==> config.mk <==
export PLATFORM = sky130hd
export DESIGN_NAME = binary_patch_extractor_3x3_flat
export DESIGN_NICKNAME = d
export VERILOG_FILES = /design/src/rtl/binary_patch_extractor_3x3_if.sv /design/src/rtl/binary_patch_extractor_3x3.sv /design/src/flat_wrapper.sv
export SDC_FILE = /design/constraint.sdc
export NUM_CORES = 1
export LEC_CHECK = 0
export ABC_AREA = 1
export CORE_ASPECT_RATIO = 0.8
export CORE_MARGIN = 5
export CORE_UTILIZATION = 45
export CTS_CLUSTER_DIAMETER = 40
export DETAILED_ROUTE_END_ITERATION = 10
export PLACE_DENSITY_LB_ADDON = 0.25
export SLEW_MARGIN = 20
export SYNTH_ARGS = -nofsm -noshare
export SYNTH_HDL_FRONTEND = slang
export SYNTH_SLANG_ARGS = --single-unit
export TNS_END_PERCENT = 10
==> constraint.sdc <==
create_clock -name clk -period 1.9 [get_ports clk]
set_input_delay 0.285 -clock clk [delete_from_list [all_inputs] [get_ports clk]]
set_output_delay 0.285 -clock clk [all_outputs]
set_load 0.03 [all_outputs]
==> src/rtl/binary_patch_extractor_3x3_if.sv <==
// Pixel-in / patch-out bundle for binary_patch_extractor_3x3.
// The master drives the raster pixel stream; the slave (the extractor) drives the patch outputs.
interface binary_patch_extractor_3x3_if #(
    parameter int IMG_W = 8,
    parameter int IMG_H = 8,
    localparam int CW = $clog2(IMG_W),
    localparam int RW = $clog2(IMG_H)
);
    // Handshake: a pixel is transferred on every rising clk edge where pix_valid is high.
    // There is no ready in either direction; patch_valid marks a one-cycle result.
    logic          pix_valid;
    logic          pix_bit;
    logic          sof;
    logic [8:0]    patch_bits;
    logic          patch_valid;
    logic [RW-1:0] patch_row;
    logic [CW-1:0] patch_col;
    logic          frame_done;
    logic          sof_err;

    modport master (
        output pix_valid, pix_bit, sof,
        input  patch_bits, patch_valid, patch_row, patch_col, frame_done, sof_err
    );

    modport slave (
        input  pix_valid, pix_bit, sof,
        output patch_bits, patch_valid, patch_row, patch_col, frame_done, sof_err
    );
endinterface

==> src/rtl/binary_patch_extractor_3x3.sv <==
// Raster-scan 1-bit pixel stream to registered 3x3 windows (no padding, stride 1).
// Optional start-of-frame checking is compiled in with PATCH_SOF_CHECK_EN.
module binary_patch_extractor_3x3 #(
    parameter int IMG_W = 8,
    parameter int IMG_H = 8,
    localparam int CW = $clog2(IMG_W),
    localparam int RW = $clog2(IMG_H)
) (
    input logic clk,
    input logic reset,
    binary_patch_extractor_3x3_if.slave bus
);

    logic [CW-1:0]    col;
    logic [RW-1:0]    row;
    logic [IMG_W-1:0] lb1;
    logic [IMG_W-1:0] lb2;
    logic [8:0]       win;

    logic [8:0]       patch_bits_q;
    logic             patch_valid_q;
    logic [RW-1:0]    patch_row_q;
    logic [CW-1:0]    patch_col_q;
    logic             frame_done_q;
    logic             sof_err_q;

    logic             resync;
    logic [CW-1:0]    eff_col;
    logic [RW-1:0]    eff_row;
    logic [8:0]       win_next;
    logic             emit;
    logic             last;

    always_comb begin
        resync = 1'b0;
`ifdef PATCH_SOF_CHECK_EN
        resync = bus.sof && ((row != '0) || (col != '0));
`endif
        // A misplaced sof pixel is handled as if it were the first pixel of a frame.
        eff_row  = resync ? '0 : row;
        eff_col  = resync ? '0 : col;
        // Shift the window left; the new right column is {lb2, lb1, pixel} top to bottom.
        win_next = {bus.pix_bit, win[8:7], lb1[eff_col], win[5:4], lb2[eff_col], win[2:1]};
        emit     = (eff_row >= RW'(2)) && (eff_col >= CW'(2));
        last     = (eff_row == RW'(IMG_H - 1)) && (eff_col == CW'(IMG_W - 1));
    end

    always_ff @(posedge clk or posedge reset) begin
        if (reset) begin
            col           <= '0;
            row           <= '0;
            lb1           <= '0;
            lb2           <= '0;
            win           <= '0;
            patch_bits_q  <= '0;
            patch_valid_q <= 1'b0;
            patch_row_q   <= '0;
            patch_col_q   <= '0;
            frame_done_q  <= 1'b0;
            sof_err_q     <= 1'b0;
        end else begin
            patch_valid_q <= 1'b0;
            frame_done_q  <= 1'b0;
            if (bus.pix_valid) begin
                win          <= win_next;
                lb2[eff_col] <= lb1[eff_col];
                lb1[eff_col] <= bus.pix_bit;
                if (resync) begin
                    sof_err_q <= 1'b1;
                end
                if (emit) begin
                    patch_bits_q  <= win_next;
                    patch_valid_q <= 1'b1;
                    patch_row_q   <= eff_row - RW'(2);
                    patch_col_q   <= eff_col - CW'(2);
                    frame_done_q  <= last;
                end
                if (eff_col == CW'(IMG_W - 1)) begin
                    col <= '0;
                    row <= (eff_row == RW'(IMG_H - 1)) ? '0 : eff_row + RW'(1);
                end else begin
                    col <= eff_col + CW'(1);
                    row <= eff_row;
                end
            end
        end
    end

    assign bus.patch_bits  = patch_bits_q;
    assign bus.patch_valid = patch_valid_q;
    assign bus.patch_row   = patch_row_q;
    assign bus.patch_col   = patch_col_q;
    assign bus.frame_done  = frame_done_q;

`ifdef PATCH_SOF_CHECK_EN
    assign bus.sof_err = sof_err_q;
`else
    // Without checking, sof is ignored and the error flag can never set.
    logic unused_sof;
    logic unused_err;
    assign unused_sof  = bus.sof;
    assign unused_err  = sof_err_q;
    assign bus.sof_err = 1'b0;
`endif

endmodule

==> src/flat_wrapper.sv <==
// flat-port wrapper written by rule: the top's interface ports become plain ports
module binary_patch_extractor_3x3_flat 
#(
    parameter int IMG_W = 8,
    parameter int IMG_H = 8,
    localparam int CW = $clog2(IMG_W),
    localparam int RW = $clog2(IMG_H)
)
  (clk, reset, bus_pix_valid, bus_pix_bit, bus_sof, bus_patch_bits, bus_patch_valid, bus_patch_row, bus_patch_col, bus_frame_done, bus_sof_err);
  binary_patch_extractor_3x3_if #(.IMG_W(IMG_W), .IMG_H(IMG_H)) bus_i ();
  input logic clk;
  input logic reset;
  input wire logic [$bits(bus_i.pix_valid)-1:0] bus_pix_valid;
  input wire logic [$bits(bus_i.pix_bit)-1:0] bus_pix_bit;
  input wire logic [$bits(bus_i.sof)-1:0] bus_sof;
  output wire logic [$bits(bus_i.patch_bits)-1:0] bus_patch_bits;
  output wire logic [$bits(bus_i.patch_valid)-1:0] bus_patch_valid;
  output wire logic [$bits(bus_i.patch_row)-1:0] bus_patch_row;
  output wire logic [$bits(bus_i.patch_col)-1:0] bus_patch_col;
  output wire logic [$bits(bus_i.frame_done)-1:0] bus_frame_done;
  output wire logic [$bits(bus_i.sof_err)-1:0] bus_sof_err;
  assign bus_i.pix_valid = bus_pix_valid;
  assign bus_i.pix_bit = bus_pix_bit;
  assign bus_i.sof = bus_sof;
  assign bus_patch_bits = bus_i.patch_bits;
  assign bus_patch_valid = bus_i.patch_valid;
  assign bus_patch_row = bus_i.patch_row;
  assign bus_patch_col = bus_i.patch_col;
  assign bus_frame_done = bus_i.frame_done;
  assign bus_sof_err = bus_i.sof_err;
  binary_patch_extractor_3x3 #(.IMG_W(IMG_W), .IMG_H(IMG_H)) u_core (.clk(clk), .reset(reset), .bus(bus_i));
endmodule
==> results.sh <==
export IMPL_status="complete, no violations"
export IMPL_dpl_hpwl_um=3000
export IMPL_coreArea_sq_mm=0.00457
export IMPL_fmax_mhz=612
export IMPL_first_iter_violations=102
export IMPL_cts_setup_buffers=0
export IMPL_layout_min_cycle_time_ps=1630
export IMPL_critical_path_top_delay_family="buffers and inverters"
export IMPL_clkSlewWorstSetupHoldPaths_ps=90
export IMPL_netlist_instances=244
export IMPL_final_cell_count_no_fill=335
export IMPL_rsz0062_at_grt="no"
export IMPL_cts_root_buf="clkbuf_8"
export IMPL_finalSetupViolCount=0
export IMPL_drv_cap=0
export IMPL_critical_path_required_ps=1620
export IMPL_cp_start_kind="flip-flop"
export IMPL_port_buffers=20
export IMPL_drt_drc_violations_left=0
export IMPL_die_w_um=86.6
export IMPL_ys_seq_elements=45
export IMPL_diodes=0
export IMPL_grt_remaining_overflow=0
export IMPL_fin_area_sq_mm=0.00256
export IMPL_fin_worst_skew_ps=8.87
export IMPL_cp_num_buf_inv=1
export IMPL_layout_commonest_cell="nand2_1"
export IMPL_wl_um=4150
export IMPL_min_path_type="in -> async"
export IMPL_syn_area_per_cell_sq_um=8.65
export IMPL_ys_types=19
export IMPL_n_fill_cell=444
export IMPL_period_share=0.860
export IMPL_arrival_ps=1350
export IMPL_antenna_left=0
export IMPL_clk_latency_ps=290
export IMPL_seq_area_sq_mm=0.00113
export IMPL_synth_nets=258
export IMPL_num_vias=1623
export IMPL_ys_seq_area_frac=0.533
export IMPL_die_y_um=71.3
export IMPL_clockBufferDepth=2
export IMPL_critPathMaxStageDelay_ps=690
export IMPL_viasPerCell=4.84
export IMPL_worstPathMaxFanout=2
export IMPL_synthToLayoutAreaGrowth_pct=21.1
export IMPL_utilization=0.559
export IMPL_grt_pass1_vias=1639
export IMPL_r2r_slack_ps=330
export IMPL_antenna_found_initial=0
export IMPL_grt_pass1_wl_um=7500
export IMPL_synth_top_cell_area_share=0.533
export IMPL_worstPathCellList="clkdlybuf4s50_1"
export IMPL_grt_max_degree=33
export IMPL_yosys_warnings=0
export IMPL_synth_area_leader_cell="dfrtp_1"
export IMPL_cts_sinks=45
export IMPL_track_usage=0.155
export IMPL_wl_per_cell_um=12.4
export IMPL_drive_above_1_share=0.127
export IMPL_synthTopCellsByArea="dfrtp_1 (53%), nand2_1 (14%), o21ai_0 (5.5%)"
export IMPL_finalSetupTns_ps=0
export IMPL_p_per_area_mw_per_mm2=1780
export IMPL_num_io_pins=23
export IMPL_drtPass1Iterations=4
export IMPL_cts_tree="built"
export IMPL_start_util=0.462
export IMPL_cts_resized=0
export IMPL_numCtsBuffers=5
export IMPL_ctsHoldBuffers=0
export IMPL_crit_path_top_delay_cell="clkdlybuf4s50_1"
export IMPL_htree_levels=2
export IMPL_finalMaxSlewViolations=0
export IMPL_hold_viol_final=0
export IMPL_final_cell_mix="nand2_1 (79), dfrtp_1 (45), inv_1 (29), o21ai_0 (23), nand3_1 (22)"
export IMPL_netlist_area_sq_mm=0.00211
export IMPL_fp_row_count=22
export IMPL_die_area_sq_mm=0.00617
export IMPL_dpl_cell_area_sq_mm=0.00244
export IMPL_gp_congestion=0.769
export IMPL_multi_input_area_sq_um=811
export IMPL_critPathKind="reg -> out"
export IMPL_crit_path_end_kind="output pin"
export IMPL_nets=288
export IMPL_peakVddDrop_mv=0.907
export IMPL_power_leakage_nw=1.29
export IMPL_dpl_cell_count=327
## path summary, 6_finish.rpt
| kind | startpoint | end | cells after the start |
|---|---|---|---|
| worst max-delay path | u_core.bus.patch_bits[1] | bus_patch_bits[1] | 1 |
| worst min-delay path | reset | u_core.lb2[0] | 2 |
| worst max register to register | u_core.col[2] | u_core.bus.patch_bits[3] | 10 |
| worst min register to register | u_core.bus.patch_row[0] | u_core.bus.patch_row[0] | 2 |
| max in group asynchronous | reset | u_core.win[4] | 3 |
| min in group clk | u_core.bus.patch_row[0] | u_core.bus.patch_row[0] | 2 |
## synthesized netlist by cell type
cell type and n:
ha_1 9, nor2_8 1, buf_2 1, nand2_1 79
inv_1 30, nand3_1 22, nor2_1 10, dfrtp_1 45
o21ai_2 9, buf_4 2, nand2_2 1, nand3_2 2
a21oi_1 1, clkbuf_1 2, nor3_1 1, o21ai_0 23
conb_1 1, inv_2 3, buf_6 2
## cells by family (layout without fill, tap and decap cells)
kind of cell	count (synthesis)	after routing	synth area share
simple gates	116	116	0.235
flops	45	45	0.533
buf+inv	40	71	0.0824
compound gates	33	33	0.0942
fa+ha+maj	9	9	0.0534
other cells	1	1	0.00178
## routing by layer
layer	global-route usage	part of all wire	wire [um]
met1	0.218	0.51	2110
met2	0.231	0.44	1850
met3	0.0379	0.036	151
met4	0.0588	0.010	43
met5	0	0	0
## sequential cells by signal, indices dropped and copies added (netlist names), 3 cells and up
| signal | cells |
|---|---|
| u_core.bus.patch_row | 3 |
| u_core.win | 6 |
| u_core.col | 3 |
| u_core.lb1 | 8 |
| u_core.eff_row | 3 |
| u_core.lb2 | 8 |
| u_core.bus.patch_col | 3 |
| u_core.bus.patch_bits | 9 |
## final cells by class
class | count | share of cell area
clock inverters | 2 | 0.0147
repair buffers | 30 | 0.117
multi-input cells | 159 | 0.317
well taps | 60 | 0.0294
flip-flops and latches | 45 | 0.441
clock buffers | 6 | 0.0323
inverters | 33 | 0.0485
## through the flow
stage	total power [mW]	hold slack [ps]	worst slack, ps
after detailed placement	3.84	464	288
after CTS	4.60	268	253
after global placement	3.79	457	313
after global routing	4.97	286	185
final	4.56	262	267
after floorplan	3.08	396	335
## where the power goes
part / internal (mW) / total (mW) / switching (mW) / leakage, nW
clock: 0.427 / 0.741 / 0.313 / 0.0574
combinational: 0.848 / 2.22 / 1.37 / 0.673
sequential: 1.38 / 1.60 / 0.215 / 0.557
Note: power is estimated with default switching activity, not from simulation.
==> edit 1 (config.mk and constraints unchanged) <==
`IMG_H` is set to 8 in 3 places; all go to 16.
--- a/src/rtl/binary_patch_extractor_3x3_if.sv
+++ b/src/rtl/binary_patch_extractor_3x3_if.sv
@@ -3,5 +3,5 @@
 interface binary_patch_extractor_3x3_if #(
     parameter int IMG_W = 8,
-    parameter int IMG_H = 8,
+    parameter int IMG_H = 16,
     localparam int CW = $clog2(IMG_W),
     localparam int RW = $clog2(IMG_H)
--- a/src/rtl/binary_patch_extractor_3x3.sv
+++ b/src/rtl/binary_patch_extractor_3x3.sv
@@ -3,5 +3,5 @@
 module binary_patch_extractor_3x3 #(
     parameter int IMG_W = 8,
-    parameter int IMG_H = 8,
+    parameter int IMG_H = 16,
     localparam int CW = $clog2(IMG_W),
     localparam int RW = $clog2(IMG_H)
--- a/src/flat_wrapper.sv
+++ b/src/flat_wrapper.sv
@@ -3,5 +3,5 @@
 #(
     parameter int IMG_W = 8,
-    parameter int IMG_H = 8,
+    parameter int IMG_H = 16,
     localparam int CW = $clog2(IMG_W),
     localparam int RW = $clog2(IMG_H)
Interface: changed (resized bus_patch_row); port bits go from 23 to 24. No check against the original RTL was run, so the function may have changed too.
==> edit 1 against the unedited design <==
Setup slack worse by 0.0039 ns; synthesized area is 7.5% higher; routed wire length is 5.1% higher; power is 4.4% higher; sequential power is 4% higher; sequential cell count is 2 higher; final area is 6.2% higher; largest power group unchanged.
==> edit 1: results (changes against the unedited design) <==
Run status
  • Outcome: finished, final reports clean

Detailed routing
  • Drt via density: 4.748 (-2.0%)
  • Detailed-route wire length per cell: 12.50 um (+0.92%)
  • First DRT Iteration DRCs: 122 (+20%)

Finish
  • Final #Nets: 302 (+4.9%)
  • Layout cell share with drive strength beyond 1: 13.94% (+1.2 points)
  • Register Area: 1176 um2 (+4.4%)
  • Fillers: 443 (-0.23%)

Global route
  • Vias in the first global route: 1,708 (+4.2%)
  • Gr usage total: 15.56% (+0.10 points)
  • Global routing met2 resource utilization: 22.16% (-0.93 points)
  • First-pass GRT wire length: 7866 um (+4.9%)
  • Largest net degree at the start of global routing: 48 (+45%)
  • Met3 usage: 3.363% (-0.43 points)
  • Busiest grt layer: met1
  • GRT met1 Usage: 23.27% (+1.5 points)

Placed design
  • Setup WS pre-CTS: 0.2069 ns (-0.08149 ns)
  • GPL Wtd Cong: 0.8230 (+7.0%)
  • Placement Cell Area: 2577 um2 (+5.8%)
  • DP HPWL: 2992 um (-0.40%)
  • Port Buffer Count: 21 (+5.0%)

Yosys
  • Synth area leaders: dfrtp_1 52%, nand2_1 11%, ha_1 6.1%
  • Mapped Nets: 274 (+6.2%)
  • Synth unique cells: 23 (+4)
  • Synth cell count leaders: 69 x nand2_1, 47 x dfrtp_1, 32 x inv_1, 26 x nand3_1, 23 x o21ai_0

Critical path
  • Slowest stage delay, CP: 0.68 ns
  • FF-to-FF End: u_core.bus.patch_col[1]
  • Worst reg2reg path startpoint: u_core.eff_row[0]
  • Path depth of the worst reg2reg path: 9 (-1)
  • Launch point of the worst path: u_core.bus.patch_row[3]

Clocking
  • H-tree depth: 2 (unchanged)
  • Clock Tree Buf Depth: 2 (unchanged)
  • Postcts setup bufs: 0 (unchanged)

Power and ir drop
  • Peak VDD IR: 827.7 uV (-8.7%)
  • Leak: 1.350 nW (+4.8%)

STA
  • Min Tclk post-route: 1.637 ns (+0.003892 ns)
  • Setup skew after layout: 0.008458 ns (-0.0004092 ns)
==> edit 1: changes by cell type in the layout (fill, tap and decap cells not counted), sizes merged, moves of 2 or more <==
cell	unedited run	this run
ha	9	11
inv	33	35
o21ai	32	36
nand2	80	75
nand3	24	28
buf	10	8
nor2	11	14
dfrtp	45	47
==> edit 1: layout make-up <==
class | count | share of cell area, %
well taps | 62 | 2.858
clock buffers | 5 | 2.536
multi-input cells | 168 | 33.43
inverters | 35 | 4.933
clock inverters | 3 | 2.490
repair buffers | 29 | 10.42
flip-flops and latches | 47 | 43.34
==> edit 1: routing by layer <==
metal  wire (um)  part of all wire (%)  up-vias
met5           0                     0        -
li1            -                     -      863
met2        1744                    40       30
met4          72                   1.7        0
met3         204                   4.7        9
met1        2340                    54      755
==> edit 1: power by group <==
part	total (mW)	internal [mW]	switching (mW)
logic	2.23	0.832	1.40
registers	1.66	1.43	0.233
clock network	0.866	0.524	0.341
==> edit 1: cells by family after synthesis <==
group                    share of synthesized area (%)
AO/OA/AOI/OAI                                    9.757
flip-flops                                       51.82
XOR/XNOR                                        0.7719
adder cells (fa/ha/maj)                          6.064
AND/OR/NAND/NOR                                  23.21
buffers and inverters                            8.214
other                                           0.1652
==> edit 1: tightest hold or removal path, delay by kind of cell <==
| family | cells | cell delay (ns) |
|---|---|---|
| buffers and inverters | 3 | 0.72 |
==> edit 1: worst max path at each step <==
stage,end
2_1_floorplan,u_core.bus.patch_row[3]
3_3_place_gp,u_core.bus.patch_col[0]
3_5_place_dp,u_core.bus.patch_col[1]
4_1_cts,bus_patch_row[3]
5_1_grt,u_core.bus.patch_row[0]
6_report,bus_patch_row[3]
==> edit 1: metrics by stage <==
step           util (%)  instances  hold WS [ns]  total power [mW]
2_1_floorplan         -        258        0.4495             3.216
3_3_place_gp      52.07        341        0.4628             3.881
3_5_place_dp      52.07        341        0.4634             3.915
4_1_cts           54.83        349        0.3423             4.805
5_1_grt           54.83        349        0.3547             5.154
6_report          54.83        349        0.3266             4.757
==> edit 2 (same settings) <==
Made on the original files. Reset style: synchronous (`reset`), changed in one clocked block.
--- a/src/rtl/binary_patch_extractor_3x3.sv
+++ b/src/rtl/binary_patch_extractor_3x3.sv
@@ -46,5 +46,5 @@
     end
 
-    always_ff @(posedge clk or posedge reset) begin
+    always_ff @(posedge clk) begin
         if (reset) begin
             col           <= '0;
Check against the original RTL: same outputs for any inputs over 10 cycles, from zero or initial values and one cycle with reset high; that may be too few to reach the edited logic, so the function may still have changed.
==> edit 2 against the unedited design <==
Final area shrank 11%; sequential cell count stayed put; sequential share of layout area down 4.4 points; worst hold slack better by 0.23 ns; maximum frequency shrank 2.3%; count of clock-buffer cells in the layout decreased by 1; synthesized area decreased by 9.0%; routed wire length down 1.6%; clock skew decreased by 0.0035 ns; setup slack lost 0.039 ns; critical path type is now reg2reg; largest cell class unchanged; highest routed layer unchanged.
Power is not compared: it rests on default switching activity, and its combinational part moved more than twofold at a synthesized area within 25%.
==> edit 2: results (changes against the unedited design) <==
Yosys
  • Post-synth ARST share: 0% (-100 points)
  • Synth unique cells: 22 (+3)
  • Ys flop type: dfxtp_1
  • Synth area leaders: dfxtp_1 47%, o21ai_0 9.4%, nor2_1 8.6%
  • Synth cell count leaders: 45 x dfxtp_1, 44 x nor2_1, 36 x o21ai_0, 32 x inv_1, 31 x nand2_1
  • Mapped Nets: 271 (+5.0%)

Detailed routing
  • First DRT Iteration DRCs: 92 (-9.8%)
  • Drt via density: 4.831 (-0.28%)
  • Detailed-route wire length per cell: 12.08 um (-2.5%)

Finish
  • Non-clock inverter total of the final layout: 34 (+3.0%)
  • Fillers: 420 (-5.4%)
  • Clock buf/inv share: 4.018% (-0.68 points)
  • Seq_cells: 45 (unchanged)
  • Fraction of area in multi-input gates: 36.71% (+5.0 points)
  • Final #Nets: 295 (+2.4%)
  • Layout cell share with drive strength beyond 1: 7.117% (-5.6 points)
  • Non-clk bufs: 26 (-13%)
  • Comb_multi_in: 168 (+5.7%)

Critical path
  • Worst endpoint required time: 2.10 ns (+0.48 ns)
  • Launch point of the worst path: u_core.col[1]
  • Slowest stage delay, CP: 0.51 ns (-0.18 ns)
  • CP Capture Point: u_core.bus.patch_bits[0]
  • Worst reg2reg path startpoint: u_core.col[1]
  • Crit-path max FO: 13 (+11)
  • Critical-path top delay cell: dfxtp_1
  • Reg2reg setup slack: 0.23 ns (-0.10 ns)

Placed design
  • Setup WS pre-CTS: 0.2559 ns (-0.03246 ns)
  • GPL Wtd Cong: 0.8743 (+14%)
  • DP HPWL: 2871 um (-4.4%)

Global route
  • Gr usage total: 15.51% (+0.050 points)
  • Vias in the first global route: 1,522 (-7.1%)
  • First-pass GRT wire length: 7058 um (-5.9%)
  • Largest net degree at the start of global routing: 25 (-24%)

STA
  • Setup skew after layout: 0.005415 ns (-0.003453 ns)
  • Final setup margin: 0.2274 ns (-0.03928 ns)

Run status
  • Outcome: finished, final reports clean
## edit 2: cell types whose count changed in the layout (fill, tap and decap cells not counted), moves of 9 or more
cell	delta
dfrtp_1	-45
nand3_1	-9
a21oi_1	+25
nor2_1	+34
dfxtp_1	+45
o21ai_2	-9
nand2_1	-48
o21ai_0	+13
## edit 2: logic make-up (layout without fill, tap and decap cells)
kind of cell             after synthesis  in the layout  synth area share, %
buffers and inverters                 43             68                9.641
adder cells (fa/ha/maj)               10             10                6.515
AO/OA/AOI/OAI                         64             64                16.68
flip-flops                            45             45                46.91
other                                  1              1               0.1953
AND/OR/NAND/NOR                       93             93                20.07
## edit 2: critical path, delay by kind of cell (launching register included)
| kind | cells | cell delay (ns) |
|---|---|---|
| AO/OA/AOI/OAI | 2 | 0.30 |
| adder cells (fa/ha/maj) | 1 | 0.23 |
| flip-flops | 1 | 0.51 |
| buffers and inverters | 2 | 0.34 |
| AND/OR/NAND/NOR | 2 | 0.19 |
## edit 2: through the flow
stage / cells / util (%) / power [mW] / instance area, um2 / hold slack [ns]
6_report: 338 / 54.76 / 1.794 / 2273 / 0.4885
2_1_floorplan: 256 / - / 1.154 / 1921 / 0.3627
5_1_grt: 338 / 54.76 / 1.887 / 2273 / 0.5100
4_1_cts: 338 / 54.76 / 1.811 / 2273 / 0.4906
3_3_place_gp: 330 / 52.56 / 1.210 / 2182 / 0.4661
3_5_place_dp: 330 / 52.56 / 1.212 / 2182 / 0.4717
## edit 2: layer usage
| layer | track usage (%) | vias to the layer above | routed length, um |
|---|---|---|---|
| li1 | - | 857 | - |
| met1 | 21.47 | 742 | 2079 |
| met2 | 23.60 | 30 | 1782 |
| met3 | 3.851 | 4 | 180 |
| met4 | 5.510 | 0 | 40 |
| met5 | 0 | - | 0 |
